===== config.mk =====
export PLATFORM = sky130hd
export DESIGN_NAME = pipe_hazard_ctrl_flat
export DESIGN_NICKNAME = d
export VERILOG_FILES = /design/src/rtl/pipe_hazard_ctrl_pkg.sv /design/src/rtl/pipe_hazard_ctrl_if.sv /design/src/rtl/pipe_hazard_ctrl_sat_counter.sv /design/src/rtl/pipe_hazard_ctrl.sv /design/src/flat_wrapper.sv
export SDC_FILE = /design/constraint.sdc
export NUM_CORES = 1
export LEC_CHECK = 0
export ABC_CLOCK_PERIOD_IN_PS = 4300
export CAP_MARGIN = 5
export CORE_MARGIN = 2
export CORE_UTILIZATION = 35
export CTS_CLUSTER_DIAMETER = 30
export DETAILED_ROUTE_END_ITERATION = 10
export PLACE_DENSITY = 0.65
export SKIP_CTS_REPAIR_TIMING = 1
export SYNTH_ARGS = -nofsm -noshare
export SYNTH_HDL_FRONTEND = slang
export SYNTH_SLANG_ARGS = --single-unit

===== constraint.sdc =====
create_clock -name clk -period 4.3 [get_ports clk]
set_input_delay 0.86 -clock clk [delete_from_list [all_inputs] [get_ports clk]]
set_output_delay 0.86 -clock clk [all_outputs]
set_load 0.1 [all_outputs]

===== src/rtl/pipe_hazard_ctrl_pkg.sv =====
`default_nettype none
// ============================================================================
//  Module      : hazard_pkg
//  Description : Shared definitions for the pipeline hazard controller.
//                Holds the default address and counter widths, the operand
//                forwarding select encodings, the control FSM state type and
//                a small helper that resolves a forwarding select.
//  Revision    : 1.0  initial release
// ============================================================================
package hazard_pkg;

    localparam int RW_DEFAULT = 4;
    localparam int CW_DEFAULT = 16;

    // Execute-stage operand source selects
    localparam logic [1:0] FWD_REGFILE = 2'b00;
    localparam logic [1:0] FWD_MEMWB   = 2'b01;
    localparam logic [1:0] FWD_EXMEM   = 2'b10;

    typedef enum logic [1:0] {
        ST_RUN    = 2'd0,
        ST_DRAIN  = 2'd1,
        ST_HALTED = 2'd2
    } hz_state_t;

    // The younger producer in EX/MEM always wins over MEM/WB.
    function automatic logic [1:0] fwd_sel(input logic exmem_hit, input logic memwb_hit);
        if (exmem_hit) begin
            return FWD_EXMEM;
        end else if (memwb_hit) begin
            return FWD_MEMWB;
        end
        return FWD_REGFILE;
    endfunction

endpackage : hazard_pkg
`default_nettype wire


===== src/rtl/pipe_hazard_ctrl_if.sv =====
`default_nettype none
// ============================================================================
//  Module      : pipe_hazard_ctrl_if
//  Description : Bundle of pipeline-stage fields observed by the hazard
//                controller and the control outputs it returns.
//                slave  : the hazard controller (stage fields in, controls out)
//                master : the pipeline datapath (stage fields out, controls in)
//  Ports       : D_*  decode-stage sources / branch / halt
//                X_*  execute-stage sources, destination, write/load flags
//                M_*, W_*  memory and write-back stage destinations
//                br_taken, imem_stall, dmem_stall  event inputs
//                *_wen, ifid_flush, idex_bubble, fwd_a/b  pipeline controls
//                hlt, stall_cnt, flush_cnt  status and performance counters
//  Revision    : 1.0  initial release
// ============================================================================
interface pipe_hazard_ctrl_if #(
    parameter int RW = hazard_pkg::RW_DEFAULT,
    parameter int CW = hazard_pkg::CW_DEFAULT
);
    // Decode stage
    logic [RW-1:0] D_src1;
    logic [RW-1:0] D_src2;
    logic          D_use1;
    logic          D_use2;
    logic          D_branch;
    logic          D_hlt;
    // Execute stage
    logic [RW-1:0] X_src1;
    logic [RW-1:0] X_src2;
    logic [RW-1:0] X_dst;
    logic          X_regwrite;
    logic          X_memread;
    // Memory / write-back stages
    logic [RW-1:0] M_dst;
    logic          M_regwrite;
    logic          M_memread;
    logic [RW-1:0] W_dst;
    logic          W_regwrite;
    // Events
    logic          br_taken;
    logic          imem_stall;
    logic          dmem_stall;
    // Controls
    logic          pc_wen;
    logic          ifid_wen;
    logic          idex_wen;
    logic          exmem_wen;
    logic          memwb_wen;
    logic          ifid_flush;
    logic          idex_bubble;
    logic [1:0]    fwd_a;
    logic [1:0]    fwd_b;
    // Status
    logic          hlt;
    logic [CW-1:0] stall_cnt;
    logic [CW-1:0] flush_cnt;

    modport slave (
        input  D_src1, D_src2, D_use1, D_use2, D_branch, D_hlt,
        input  X_src1, X_src2, X_dst, X_regwrite, X_memread,
        input  M_dst, M_regwrite, M_memread, W_dst, W_regwrite,
        input  br_taken, imem_stall, dmem_stall,
        output pc_wen, ifid_wen, idex_wen, exmem_wen, memwb_wen,
        output ifid_flush, idex_bubble, fwd_a, fwd_b,
        output hlt, stall_cnt, flush_cnt
    );

    modport master (
        output D_src1, D_src2, D_use1, D_use2, D_branch, D_hlt,
        output X_src1, X_src2, X_dst, X_regwrite, X_memread,
        output M_dst, M_regwrite, M_memread, W_dst, W_regwrite,
        output br_taken, imem_stall, dmem_stall,
        input  pc_wen, ifid_wen, idex_wen, exmem_wen, memwb_wen,
        input  ifid_flush, idex_bubble, fwd_a, fwd_b,
        input  hlt, stall_cnt, flush_cnt
    );

endinterface : pipe_hazard_ctrl_if
`default_nettype wire


===== src/rtl/pipe_hazard_ctrl_sat_counter.sv =====
`default_nettype none
// ============================================================================
//  Module      : sat_counter
//  Description : Up-counter that sticks at all-ones instead of wrapping.
//  Ports       : clk    system clock
//                clr    synchronous clear, wins over inc
//                inc    count enable for this cycle
//                count  current value
//  Revision    : 1.0  initial release
// ============================================================================
module sat_counter #(
    parameter int W = 16
) (
    input  wire logic         clk,
    input  wire logic         clr,
    input  wire logic         inc,
    output logic      [W-1:0] count
);

    logic [W-1:0] count_q;
    logic [W-1:0] count_d;

    always_comb begin
        count_d = count_q;
        if (clr) begin
            count_d = '0;
        end else if (inc && (count_q != {W{1'b1}})) begin
            count_d = count_q + W'(1);
        end
    end

    always_ff @(posedge clk) begin
        count_q <= count_d;
    end

    assign count = count_q;

endmodule : sat_counter
`default_nettype wire


===== src/rtl/pipe_hazard_ctrl.sv =====
`default_nettype none
// ============================================================================
//  Module      : pipe_hazard_ctrl
//  Description : Hazard and control unit for a five-stage in-order pipeline.
//                Detects load-use and register-indirect branch hazards,
//                selects execute operand forwarding, applies memory stalls
//                and branch flushes, and sequences an orderly halt that
//                drains DRAIN unfrozen cycles before raising hlt.
//                Priority: dmem_stall > halt state > hazard stall >
//                branch flush > imem_stall.
//  Ports       : clk    system clock
//                rst_n  synchronous active-low reset
//                bus    stage fields in, pipeline controls and status out
//  Revision    : 1.0  initial release
// ============================================================================
module pipe_hazard_ctrl
    import hazard_pkg::*;
#(
    parameter int RW    = RW_DEFAULT,
    parameter int CW    = CW_DEFAULT,
    parameter int DRAIN = 3
) (
    input  wire logic         clk,
    input  wire logic         rst_n,
    pipe_hazard_ctrl_if.slave bus
);

    localparam int             DCW        = (DRAIN < 2) ? 1 : $clog2(DRAIN + 1);
    localparam logic [DCW-1:0] DRAIN_LOAD = DCW'(DRAIN);

    // Address 0 is hard-wired zero, so it never produces a dependency.
    function automatic logic reg_hit(input logic [RW-1:0] a, input logic [RW-1:0] b);
        return (a != '0) && (a == b);
    endfunction

    hz_state_t      state_q;
    hz_state_t      state_d;
    logic [DCW-1:0] drain_cnt_q;
    logic [DCW-1:0] drain_cnt_d;
    logic           hlt_q;
    logic           hlt_d;

    logic           load_use;
    logic           br_hazard;
    logic           hazard_stall;

    logic           pc_wen;
    logic           ifid_wen;
    logic           idex_wen;
    logic           exmem_wen;
    logic           memwb_wen;
    logic           ifid_flush;
    logic           idex_bubble;
    logic [1:0]     fwd_a;
    logic [1:0]     fwd_b;
    logic           stall_inc;
    logic           flush_inc;

    // ------------------------------------------------------------------
    // Hazard detection
    // ------------------------------------------------------------------
    // A branch in decode compares its register immediately, so an ALU
    // result still in X costs one cycle and a load costs two (once in X,
    // once more in M while the data is still coming back from memory).
    always_comb begin
        load_use = bus.X_memread && bus.X_regwrite &&
                   ((bus.D_use1 && reg_hit(bus.X_dst, bus.D_src1)) ||
                    (bus.D_use2 && reg_hit(bus.X_dst, bus.D_src2)));
        br_hazard = bus.D_branch &&
                    ((bus.X_regwrite && reg_hit(bus.X_dst, bus.D_src1)) ||
                     (bus.M_memread  && reg_hit(bus.M_dst, bus.D_src1)));
        hazard_stall = load_use || br_hazard;
    end

    // ------------------------------------------------------------------
    // FSM: state register
    // ------------------------------------------------------------------
    always_ff @(posedge clk) begin
        if (!rst_n) begin
            state_q     <= ST_RUN;
            drain_cnt_q <= '0;
            hlt_q       <= 1'b0;
        end else begin
            state_q     <= state_d;
            drain_cnt_q <= drain_cnt_d;
            hlt_q       <= hlt_d;
        end
    end

    // ------------------------------------------------------------------
    // FSM: next state
    // ------------------------------------------------------------------
    always_comb begin
        state_d     = state_q;
        drain_cnt_d = drain_cnt_q;
        hlt_d       = hlt_q;
        case (state_q)
            ST_RUN: begin
                // HLT waits in decode until nothing ahead of it is stalled.
                if (bus.D_hlt && !bus.dmem_stall && !hazard_stall) begin
                    state_d     = ST_DRAIN;
                    drain_cnt_d = DRAIN_LOAD;
                end
            end
            ST_DRAIN: begin
                // Frozen cycles do not advance the pipeline, so they do not
                // count toward the drain. Leaving on the last count makes hlt
                // visible exactly DRAIN unfrozen cycles after acceptance.
                if (!bus.dmem_stall) begin
                    if (drain_cnt_q <= DCW'(1)) begin
                        state_d     = ST_HALTED;
                        drain_cnt_d = '0;
                        hlt_d       = 1'b1;
                    end else begin
                        drain_cnt_d = drain_cnt_q - DCW'(1);
                    end
                end
            end
            ST_HALTED: begin
                hlt_d = 1'b1;
            end
            default: begin
                state_d     = ST_RUN;
                drain_cnt_d = '0;
            end
        endcase
    end

    // ------------------------------------------------------------------
    // FSM: outputs (pipeline controls, counter events)
    // ------------------------------------------------------------------
    always_comb begin
        pc_wen      = 1'b1;
        ifid_wen    = 1'b1;
        idex_wen    = 1'b1;
        exmem_wen   = 1'b1;
        memwb_wen   = 1'b1;
        ifid_flush  = 1'b0;
        idex_bubble = 1'b0;
        stall_inc   = 1'b0;
        flush_inc   = 1'b0;
        if (!rst_n) begin
            // Pass-through controls while held in reset.
        end else if (bus.dmem_stall) begin
            pc_wen    = 1'b0;
            ifid_wen  = 1'b0;
            idex_wen  = 1'b0;
            exmem_wen = 1'b0;
            memwb_wen = 1'b0;
        end else if (state_q != ST_RUN) begin
            // Keep feeding NOPs so the older instructions drain out.
            pc_wen      = 1'b0;
            ifid_flush  = 1'b1;
            idex_bubble = 1'b1;
        end else if (hazard_stall) begin
            pc_wen      = 1'b0;
            ifid_wen    = 1'b0;
            idex_bubble = 1'b1;
            stall_inc   = 1'b1;
        end else if (bus.br_taken) begin
            ifid_flush = 1'b1;
            flush_inc  = 1'b1;
        end else if (bus.imem_stall) begin
            pc_wen     = 1'b0;
            ifid_flush = 1'b1;
        end
    end

    // ------------------------------------------------------------------
    // Operand forwarding (a load in MEM has no data yet, so it is skipped)
    // ------------------------------------------------------------------
    always_comb begin
        fwd_a = FWD_REGFILE;
        fwd_b = FWD_REGFILE;
        if (rst_n) begin
            fwd_a = fwd_sel(bus.M_regwrite && !bus.M_memread && reg_hit(bus.M_dst, bus.X_src1),
                            bus.W_regwrite && reg_hit(bus.W_dst, bus.X_src1));
            fwd_b = fwd_sel(bus.M_regwrite && !bus.M_memread && reg_hit(bus.M_dst, bus.X_src2),
                            bus.W_regwrite && reg_hit(bus.W_dst, bus.X_src2));
        end
    end

    // ------------------------------------------------------------------
    // Performance counters
    // ------------------------------------------------------------------
    sat_counter #(.W(CW)) u_stall_cnt (
        .clk   (clk),
        .clr   (!rst_n),
        .inc   (stall_inc),
        .count (bus.stall_cnt)
    );

    sat_counter #(.W(CW)) u_flush_cnt (
        .clk   (clk),
        .clr   (!rst_n),
        .inc   (flush_inc),
        .count (bus.flush_cnt)
    );

    assign bus.pc_wen      = pc_wen;
    assign bus.ifid_wen    = ifid_wen;
    assign bus.idex_wen    = idex_wen;
    assign bus.exmem_wen   = exmem_wen;
    assign bus.memwb_wen   = memwb_wen;
    assign bus.ifid_flush  = ifid_flush;
    assign bus.idex_bubble = idex_bubble;
    assign bus.fwd_a       = fwd_a;
    assign bus.fwd_b       = fwd_b;
    assign bus.hlt         = hlt_q;

endmodule : pipe_hazard_ctrl
`default_nettype wire

===== src/flat_wrapper.sv =====
// flat-port wrapper written by rule: the top's interface ports become plain ports
module pipe_hazard_ctrl_flat import hazard_pkg::*;
#(
    parameter int RW    = RW_DEFAULT,
    parameter int CW    = CW_DEFAULT,
    parameter int DRAIN = 3
)
  (clk, rst_n, bus_D_src1, bus_D_src2, bus_D_use1, bus_D_use2, bus_D_branch, bus_D_hlt, bus_X_src1, bus_X_src2, bus_X_dst, bus_X_regwrite, bus_X_memread, bus_M_dst, bus_M_regwrite, bus_M_memread, bus_W_dst, bus_W_regwrite, bus_br_taken, bus_imem_stall, bus_dmem_stall, bus_pc_wen, bus_ifid_wen, bus_idex_wen, bus_exmem_wen, bus_memwb_wen, bus_ifid_flush, bus_idex_bubble, bus_fwd_a, bus_fwd_b, bus_hlt, bus_stall_cnt, bus_flush_cnt);
  pipe_hazard_ctrl_if #(.RW(RW), .CW(CW)) bus_i ();
  input  wire logic clk;
  input  wire logic rst_n;
  input wire logic [$bits(bus_i.D_src1)-1:0] bus_D_src1;
  input wire logic [$bits(bus_i.D_src2)-1:0] bus_D_src2;
  input wire logic [$bits(bus_i.D_use1)-1:0] bus_D_use1;
  input wire logic [$bits(bus_i.D_use2)-1:0] bus_D_use2;
  input wire logic [$bits(bus_i.D_branch)-1:0] bus_D_branch;
  input wire logic [$bits(bus_i.D_hlt)-1:0] bus_D_hlt;
  input wire logic [$bits(bus_i.X_src1)-1:0] bus_X_src1;
  input wire logic [$bits(bus_i.X_src2)-1:0] bus_X_src2;
  input wire logic [$bits(bus_i.X_dst)-1:0] bus_X_dst;
  input wire logic [$bits(bus_i.X_regwrite)-1:0] bus_X_regwrite;
  input wire logic [$bits(bus_i.X_memread)-1:0] bus_X_memread;
  input wire logic [$bits(bus_i.M_dst)-1:0] bus_M_dst;
  input wire logic [$bits(bus_i.M_regwrite)-1:0] bus_M_regwrite;
  input wire logic [$bits(bus_i.M_memread)-1:0] bus_M_memread;
  input wire logic [$bits(bus_i.W_dst)-1:0] bus_W_dst;
  input wire logic [$bits(bus_i.W_regwrite)-1:0] bus_W_regwrite;
  input wire logic [$bits(bus_i.br_taken)-1:0] bus_br_taken;
  input wire logic [$bits(bus_i.imem_stall)-1:0] bus_imem_stall;
  input wire logic [$bits(bus_i.dmem_stall)-1:0] bus_dmem_stall;
  output wire logic [$bits(bus_i.pc_wen)-1:0] bus_pc_wen;
  output wire logic [$bits(bus_i.ifid_wen)-1:0] bus_ifid_wen;
  output wire logic [$bits(bus_i.idex_wen)-1:0] bus_idex_wen;
  output wire logic [$bits(bus_i.exmem_wen)-1:0] bus_exmem_wen;
  output wire logic [$bits(bus_i.memwb_wen)-1:0] bus_memwb_wen;
  output wire logic [$bits(bus_i.ifid_flush)-1:0] bus_ifid_flush;
  output wire logic [$bits(bus_i.idex_bubble)-1:0] bus_idex_bubble;
  output wire logic [$bits(bus_i.fwd_a)-1:0] bus_fwd_a;
  output wire logic [$bits(bus_i.fwd_b)-1:0] bus_fwd_b;
  output wire logic [$bits(bus_i.hlt)-1:0] bus_hlt;
  output wire logic [$bits(bus_i.stall_cnt)-1:0] bus_stall_cnt;
  output wire logic [$bits(bus_i.flush_cnt)-1:0] bus_flush_cnt;
  assign bus_i.D_src1 = bus_D_src1;
  assign bus_i.D_src2 = bus_D_src2;
  assign bus_i.D_use1 = bus_D_use1;
  assign bus_i.D_use2 = bus_D_use2;
  assign bus_i.D_branch = bus_D_branch;
  assign bus_i.D_hlt = bus_D_hlt;
  assign bus_i.X_src1 = bus_X_src1;
  assign bus_i.X_src2 = bus_X_src2;
  assign bus_i.X_dst = bus_X_dst;
  assign bus_i.X_regwrite = bus_X_regwrite;
  assign bus_i.X_memread = bus_X_memread;
  assign bus_i.M_dst = bus_M_dst;
  assign bus_i.M_regwrite = bus_M_regwrite;
  assign bus_i.M_memread = bus_M_memread;
  assign bus_i.W_dst = bus_W_dst;
  assign bus_i.W_regwrite = bus_W_regwrite;
  assign bus_i.br_taken = bus_br_taken;
  assign bus_i.imem_stall = bus_imem_stall;
  assign bus_i.dmem_stall = bus_dmem_stall;
  assign bus_pc_wen = bus_i.pc_wen;
  assign bus_ifid_wen = bus_i.ifid_wen;
  assign bus_idex_wen = bus_i.idex_wen;
  assign bus_exmem_wen = bus_i.exmem_wen;
  assign bus_memwb_wen = bus_i.memwb_wen;
  assign bus_ifid_flush = bus_i.ifid_flush;
  assign bus_idex_bubble = bus_i.idex_bubble;
  assign bus_fwd_a = bus_i.fwd_a;
  assign bus_fwd_b = bus_i.fwd_b;
  assign bus_hlt = bus_i.hlt;
  assign bus_stall_cnt = bus_i.stall_cnt;
  assign bus_flush_cnt = bus_i.flush_cnt;
  pipe_hazard_ctrl #(.RW(RW), .CW(CW), .DRAIN(DRAIN)) u_core (.clk(clk), .rst_n(rst_n), .bus(bus_i));
endmodule

# --- After elaboration in Yosys (flattened, before gate mapping) ---
# Cells that the tools add are included.
totals:
  reg_bits: 37
  out_inout_bits: 44
classes:
  n_addsub: 3
  n_lt_le_gt_ge: 1
  eq_ne: 14
  mux: 55
  n_bitwise: 1
  n_reduce_logical: 38
op_table:
  columns: ["operator", "count"]
  rows:
  - ["$mux W1", 38]
  - ["$add A16 B1 Y16 const B", 2]
  - ["$ne A16 B16 Y1 const B", 2]
  - ["$eq A4 B4 Y1", 7]
  - ["$mux W2", 14]
  - ["$logic_and A1 B1 Y1", 23]
  - ["$pmux W2 S3", 2]
  - ["$reduce_bool A4 Y1", 3]
  - ["$reduce_and A3 Y1", 2]
  - ["$ne A2 B1 Y1 const B", 2]
  - ["$reduce_and A4 Y1", 1]
  - ["$reduce_bool A2 Y1", 2]
  - ["$logic_not A1 Y1", 3]
  - ["$logic_or A1 B1 Y1", 3]
  - ["$eq A2 B1 Y1 const B", 1]
  - ["$eq A2 B2 Y1 const B", 1]
  - ["$le A2 B1 Y1 const B", 1]
  - ["$logic_not A2 Y1", 1]
  - ["$ne A2 B2 Y1 const B", 1]
  - ["$pmux W1 S2", 1]
  - ["$sub A2 B1 Y2 const B", 1]
  - ["$not A1 Y1", 1]

# --- Logic depth before layout (Yosys ltp) ---
# Gate-level depths: netlist of run 1.
depth:
  ltp_word: 11
  depth_mapped: 9

# --- By module ---
# Synthesis of run 1 repeated with hierarchy kept, for this count alone.
unflattened:
  cells_unflattened: 296
  hier_area_um2: 2446.1
by_module_without_submodules:
  columns: ["module", "n_inst", "cells_per_inst", "area_per_inst_um2", "seq_area_each_um2"]
  rows:
  - ["sat_counter", 2, 99, 848.3, 320.3]
  - ["pipe_hazard_ctrl", 1, 98, 749.5, 100.1]

# --- Worst setup path before layout of run 1 ---
# OpenSTA, ideal clock, no wires.
synth_path:
  kind: "input -> output"
  startpoint: "input bus_X_dst[0]"
  endpoint: "output bus_ifid_wen"
  arrival_time_ns: 4.098
  t_required_ns: 3.440
  slack_ns: -0.658
  path_stages: 7
  n_path_buf: 1
  path_cell_list: "o41ai_2 -> nor3_1 -> nand4_2 -> and3_1 -> clkbuf_1 -> nor3_1 -> o21ai_0"
synth_between:
  elab_chain_cells: 10
  word_cells_on_any_way: 17
  classes_between: "2 x eq/ne; 4 x mux; 11 x reduce/logical"
synth_lines:
  columns: ["item", "line", "text"]
  rows:
  - ["start: declaration", "flat_wrapper.sv:20", "input wire logic [$bits(bus_i.X_dst)-1:0] bus_X_dst;"]
  - ["$eq A4 B4 Y1 or $reduce_bool A4 Y1 (tied branches)", "pipe_hazard_ctrl.sv:33", "return (a != '0) && (a == b);"]
  - ["$logic_and A1 B1 Y1", "pipe_hazard_ctrl.sv:33", null]
  - ["$logic_and A1 B1 Y1, on equally long branches", "pipe_hazard_ctrl.sv:67, pipe_hazard_ctrl.sv:68, pipe_hazard_ctrl.sv:70", null]
  - ["$logic_or A1 B1 Y1, on equally long branches", "pipe_hazard_ctrl.sv:67, pipe_hazard_ctrl.sv:70", null]
  - ["$logic_and A1 B1 Y1, on equally long branches", "pipe_hazard_ctrl.sv:66, pipe_hazard_ctrl.sv:69", null]
  - ["$logic_or A1 B1 Y1 *", "pipe_hazard_ctrl.sv:72", "hazard_stall = load_use || br_hazard;"]
  - ["$mux W1 *", "pipe_hazard_ctrl.sv:155", "end else if (hazard_stall) begin"]
  - ["$mux W1 *", "pipe_hazard_ctrl.sv:150", "end else if (state_q != ST_RUN) begin"]
  - ["$mux W1 *", "pipe_hazard_ctrl.sv:144", "end else if (bus.dmem_stall) begin"]
  - ["$mux W1 *", "pipe_hazard_ctrl.sv:142", "if (!rst_n) begin"]
  - ["end: declaration", "flat_wrapper.sv:32", "output wire logic [$bits(bus_i.ifid_wen)-1:0] bus_ifid_wen;"]
# Mark *: on every way between the ends. The rest lies on a longest branch, timed or not.

# --- Worst setup path after layout of run 1 ---
layout_path:
  startpoint: "input bus_X_dst[0]"
  endpoint: "output bus_ifid_flush"
layout_between:
  elab_chain_cells: 10
  word_cells_on_any_way: 17
  classes_between: "2 x eq/ne; 4 x mux; 11 x reduce/logical"
layout_lines:
  columns: ["item", "line", "text"]
  rows:
  - ["$eq A4 B4 Y1 or $reduce_bool A4 Y1 (tied branches)", "pipe_hazard_ctrl.sv:33", null]
  - ["$logic_and A1 B1 Y1", "pipe_hazard_ctrl.sv:33", null]
  - ["$logic_and A1 B1 Y1, on equally long branches", "pipe_hazard_ctrl.sv:67, pipe_hazard_ctrl.sv:68, pipe_hazard_ctrl.sv:70", null]
  - ["$logic_or A1 B1 Y1, on equally long branches", "pipe_hazard_ctrl.sv:67, pipe_hazard_ctrl.sv:70", null]
  - ["$logic_and A1 B1 Y1, on equally long branches", "pipe_hazard_ctrl.sv:66, pipe_hazard_ctrl.sv:69", null]
  - ["$logic_or A1 B1 Y1 *", "pipe_hazard_ctrl.sv:72", null]
  - ["$mux W1 *", "pipe_hazard_ctrl.sv:155", null]
  - ["$mux W1 *", "pipe_hazard_ctrl.sv:150", null]
  - ["$mux W1 *", "pipe_hazard_ctrl.sv:144", null]
  - ["$mux W1 *", "pipe_hazard_ctrl.sv:142", null]
  - ["end: declaration", "flat_wrapper.sv:36", "output wire logic [$bits(bus_i.ifid_flush)-1:0] bus_ifid_flush;"]
# Marked as above.

==> results of run 1 <==
worst max-delay path by stage:
stage | endpoint
CTS | bus_ifid_flush
finish | bus_ifid_flush
detailed placement | bus_ifid_flush
global route | bus_ifid_flush
global placement | bus_ifid_flush
floorplan | bus_fwd_a[1]
layout by cell type, fill, tap and decap left out, types with 3 or more instances in the layout:
master and count:
xor2_1 8, nand2_1 22, xnor2_1 20, nor2_1 13, dfxtp_1 37, or3_1 8
o21ai_0 12, inv_1 7, and3_1 5, or4_1 14, nor3_1 15, buf_12 6
o31ai_1 14, clkbuf_8 7, a31oi_1 3, and4_1 5, a21oi_1 28, mux2i_1 3
buf_4 7, nand4_1 9, nand2b_1 3, nand3_1 16, clkdlybuf4s50_1 74
sequential cells by signal, indices dropped and copies added (netlist names):
register	count
u_core.u_flush_cnt.count	16
u_core.u_stall_cnt.count	16
u_core.drain_cnt_q	2
u_core.state_q	2
u_core.bus.hlt	1
layer usage:
| layer | up-vias | share of wire, % | wire length (um) | global-route usage [%] |
|---|---|---|---|---|
| met5 | - | 0 | 0 | 0 |
| li1 | 1252 | - | - | - |
| met3 | 5 | 5.9 | 367 | 4.14 |
| met2 | 65 | 49 | 3100 | 31.0 |
| met1 | 1134 | 44 | 2730 | 21.4 |
| met4 | 0 | 1.1 | 68 | 5.48 |
area by class of cell:
class | count | share of cell area (%)
flip-flops and latches | 37 | 22.0
repair buffers | 87 | 27.2
well taps | 77 | 2.87
clock inverters | 1 | 0.149
clock buffers | 7 | 2.87
multi-input cells | 231 | 44.1
inverters | 7 | 0.782
power by group:
part           total, mW  internal (mW)  switching, mW
Clock              0.268          0.145          0.123
Sequential         0.354          0.348        0.00663
Combinational      0.182         0.0782          0.104
worst max-delay path: cells and delay by family:
| kind | cells | cell delay (ns) |
|---|---|---|
| compound gates | 3 | 0.86 |
| buf+inv | 2 | 0.67 |
| simple gates | 3 | 0.72 |
kinds of logic after synthesis:
logic type,after synthesis,synth area share (%)
buffers and inverters,25,5.08
DFF,37,31.7
muxes,3,1.28
AOI/OAI and AO/OA,76,20.9
adders and majority gates,2,1.07
xor gates and xnor gates,28,10.5
and+or+nand+nor,122,29.6
stage by stage:
stage	utilization [%]	setup TNS, ns	setup WS [ns]	power, mW	hold slack, ns
6_report	52.3	0	0.309	0.804	0.489
5_1_grt	52.3	0	0.0977	0.836	0.522
4_1_cts	52.3	0	0.285	0.813	0.495
3_5_place_dp	50.8	0	0.296	0.546	0.480
3_3_place_gp	50.8	0	0.377	0.544	0.469
2_1_floorplan	-	-0.0543	-0.0271	0.470	0.493
==> run metrics, run 1 <==
status finished with violations; failing checks design-rule violations; DIE AREA 7350 um2; VDD IR max 0.000120 V; area grow syn2layout 43.7%; Leakage 1.10 nW; Max Slew Vio Count 0; CTS clk-pin slew, worst paths 0.07 ns; Synth area leader dfxtp_1; count leader, synth dfxtp_1; Hold EP u_core.u_flush_cnt.count[9]; fin area around 3400 um2; Routed WL 6.27 mm; Min Clock Period, post-route around 4.0 ns; num ports 86; Crit Path Max Fanout 13; DRT antenna net count 0; FF-to-FF path depth 6; first-pass GRT wire length 10.7 mm; DP HPWL 4.78 mm; drt pass-1 iters 7; FMAX 251 MHz; Register Area 741 um2; Fin Clk Skew 0.00367 ns; Via Count around 2500; pin count of the biggest net entering global routing 28; multi-input logic area 1480 um2; Post-route DRC 2; core box area 6420 um2; Post-Layout Cell Count 447; Cells after Synth 293; r2r endpoint u_core.u_flush_cnt.count[13]; CP max stage delay 0.48 ns; Post-synth EDFFs 0; flop2flop setup slack ~1.9 ns; share of layout cells above drive strength 1 8.11%; grt ovf 0; PD cells approximately 240 nW/um2; Total Routing Usage GR around 18%; final period utilization 92.8%; Post-synth top flop dfxtp_1; Yosys top cell area share about a third; number of I/O port buffers 85; WS Path Type in -> out; commonest cells in the netlist dfxtp_1 (37), a21oi_1 (29), nand2_1 (22); worst hold start u_core.u_flush_cnt.count[9]; CTS Buf Count 5; Root Buffer clkbuf_8; fillers 632; drt initial violations 105; crit path from bus_X_dst[0]; Synth area leaders dfxtp_1 (32%), xnor2_1 (7.5%), a21oi_1 (6.2%); clk_lat worst skew 0.28 ns; antenna cell count 0; Vias/cell 5.49; deepest clock path buffer count 2; H-tree depth 2; Worst Hold Class reg -> reg; RePlAce Congestion 0.748; Syn. warnings 0; critical path's slowest cell clkdlybuf4s50_1; Worst Setup Start Kind input pin; CP cell instances clkdlybuf4s50_1 -> o41ai_2 -> nor3_1 -> nand2_1 -> and3_1 -> o21ai_0 -> a21oi_2 -> buf_12; Mapped Nets 337; CP endpoint kind output port; Seq cells post-synth 37; worst r2r src u_core.state_q[1]; Die W 85.8 um; RSZ-0062 raised after global routing false; Initial Util 36.4%; final setup vio count 0; hold depth 2; critical path arrival 3.13 ns; relative slew slack 24.9%; final hold violations 0; synthesized area around 2300 um2; initial antenna violation count 0; clock sink count 37; register area share after synthesis 31.7%; vias in the first global route around 2400; max_cap viols 0; ys async rst share 0%; worst endpoint required time 3.44 ns; CTS tree done; Syn Area/Cell 7.99 um2; Distinct cells, synth between 40 and 50; Routed WL per cell 14.0 um; Least-Margin Pin Slew 1.12 ns; nets 413; DP Cell Count 439; placed cell area 3260 um2; die height 85.8 um; Row Count 29
Note: power is estimated with default switching activity, not from simulation.
==> inputs of run 2 (changes only) <==
Settings changed: CTS_CLUSTER_SIZE set to 25.
==> results of run 2 <==
The final DEF is identical to that of run 1; final timing and power are the same.
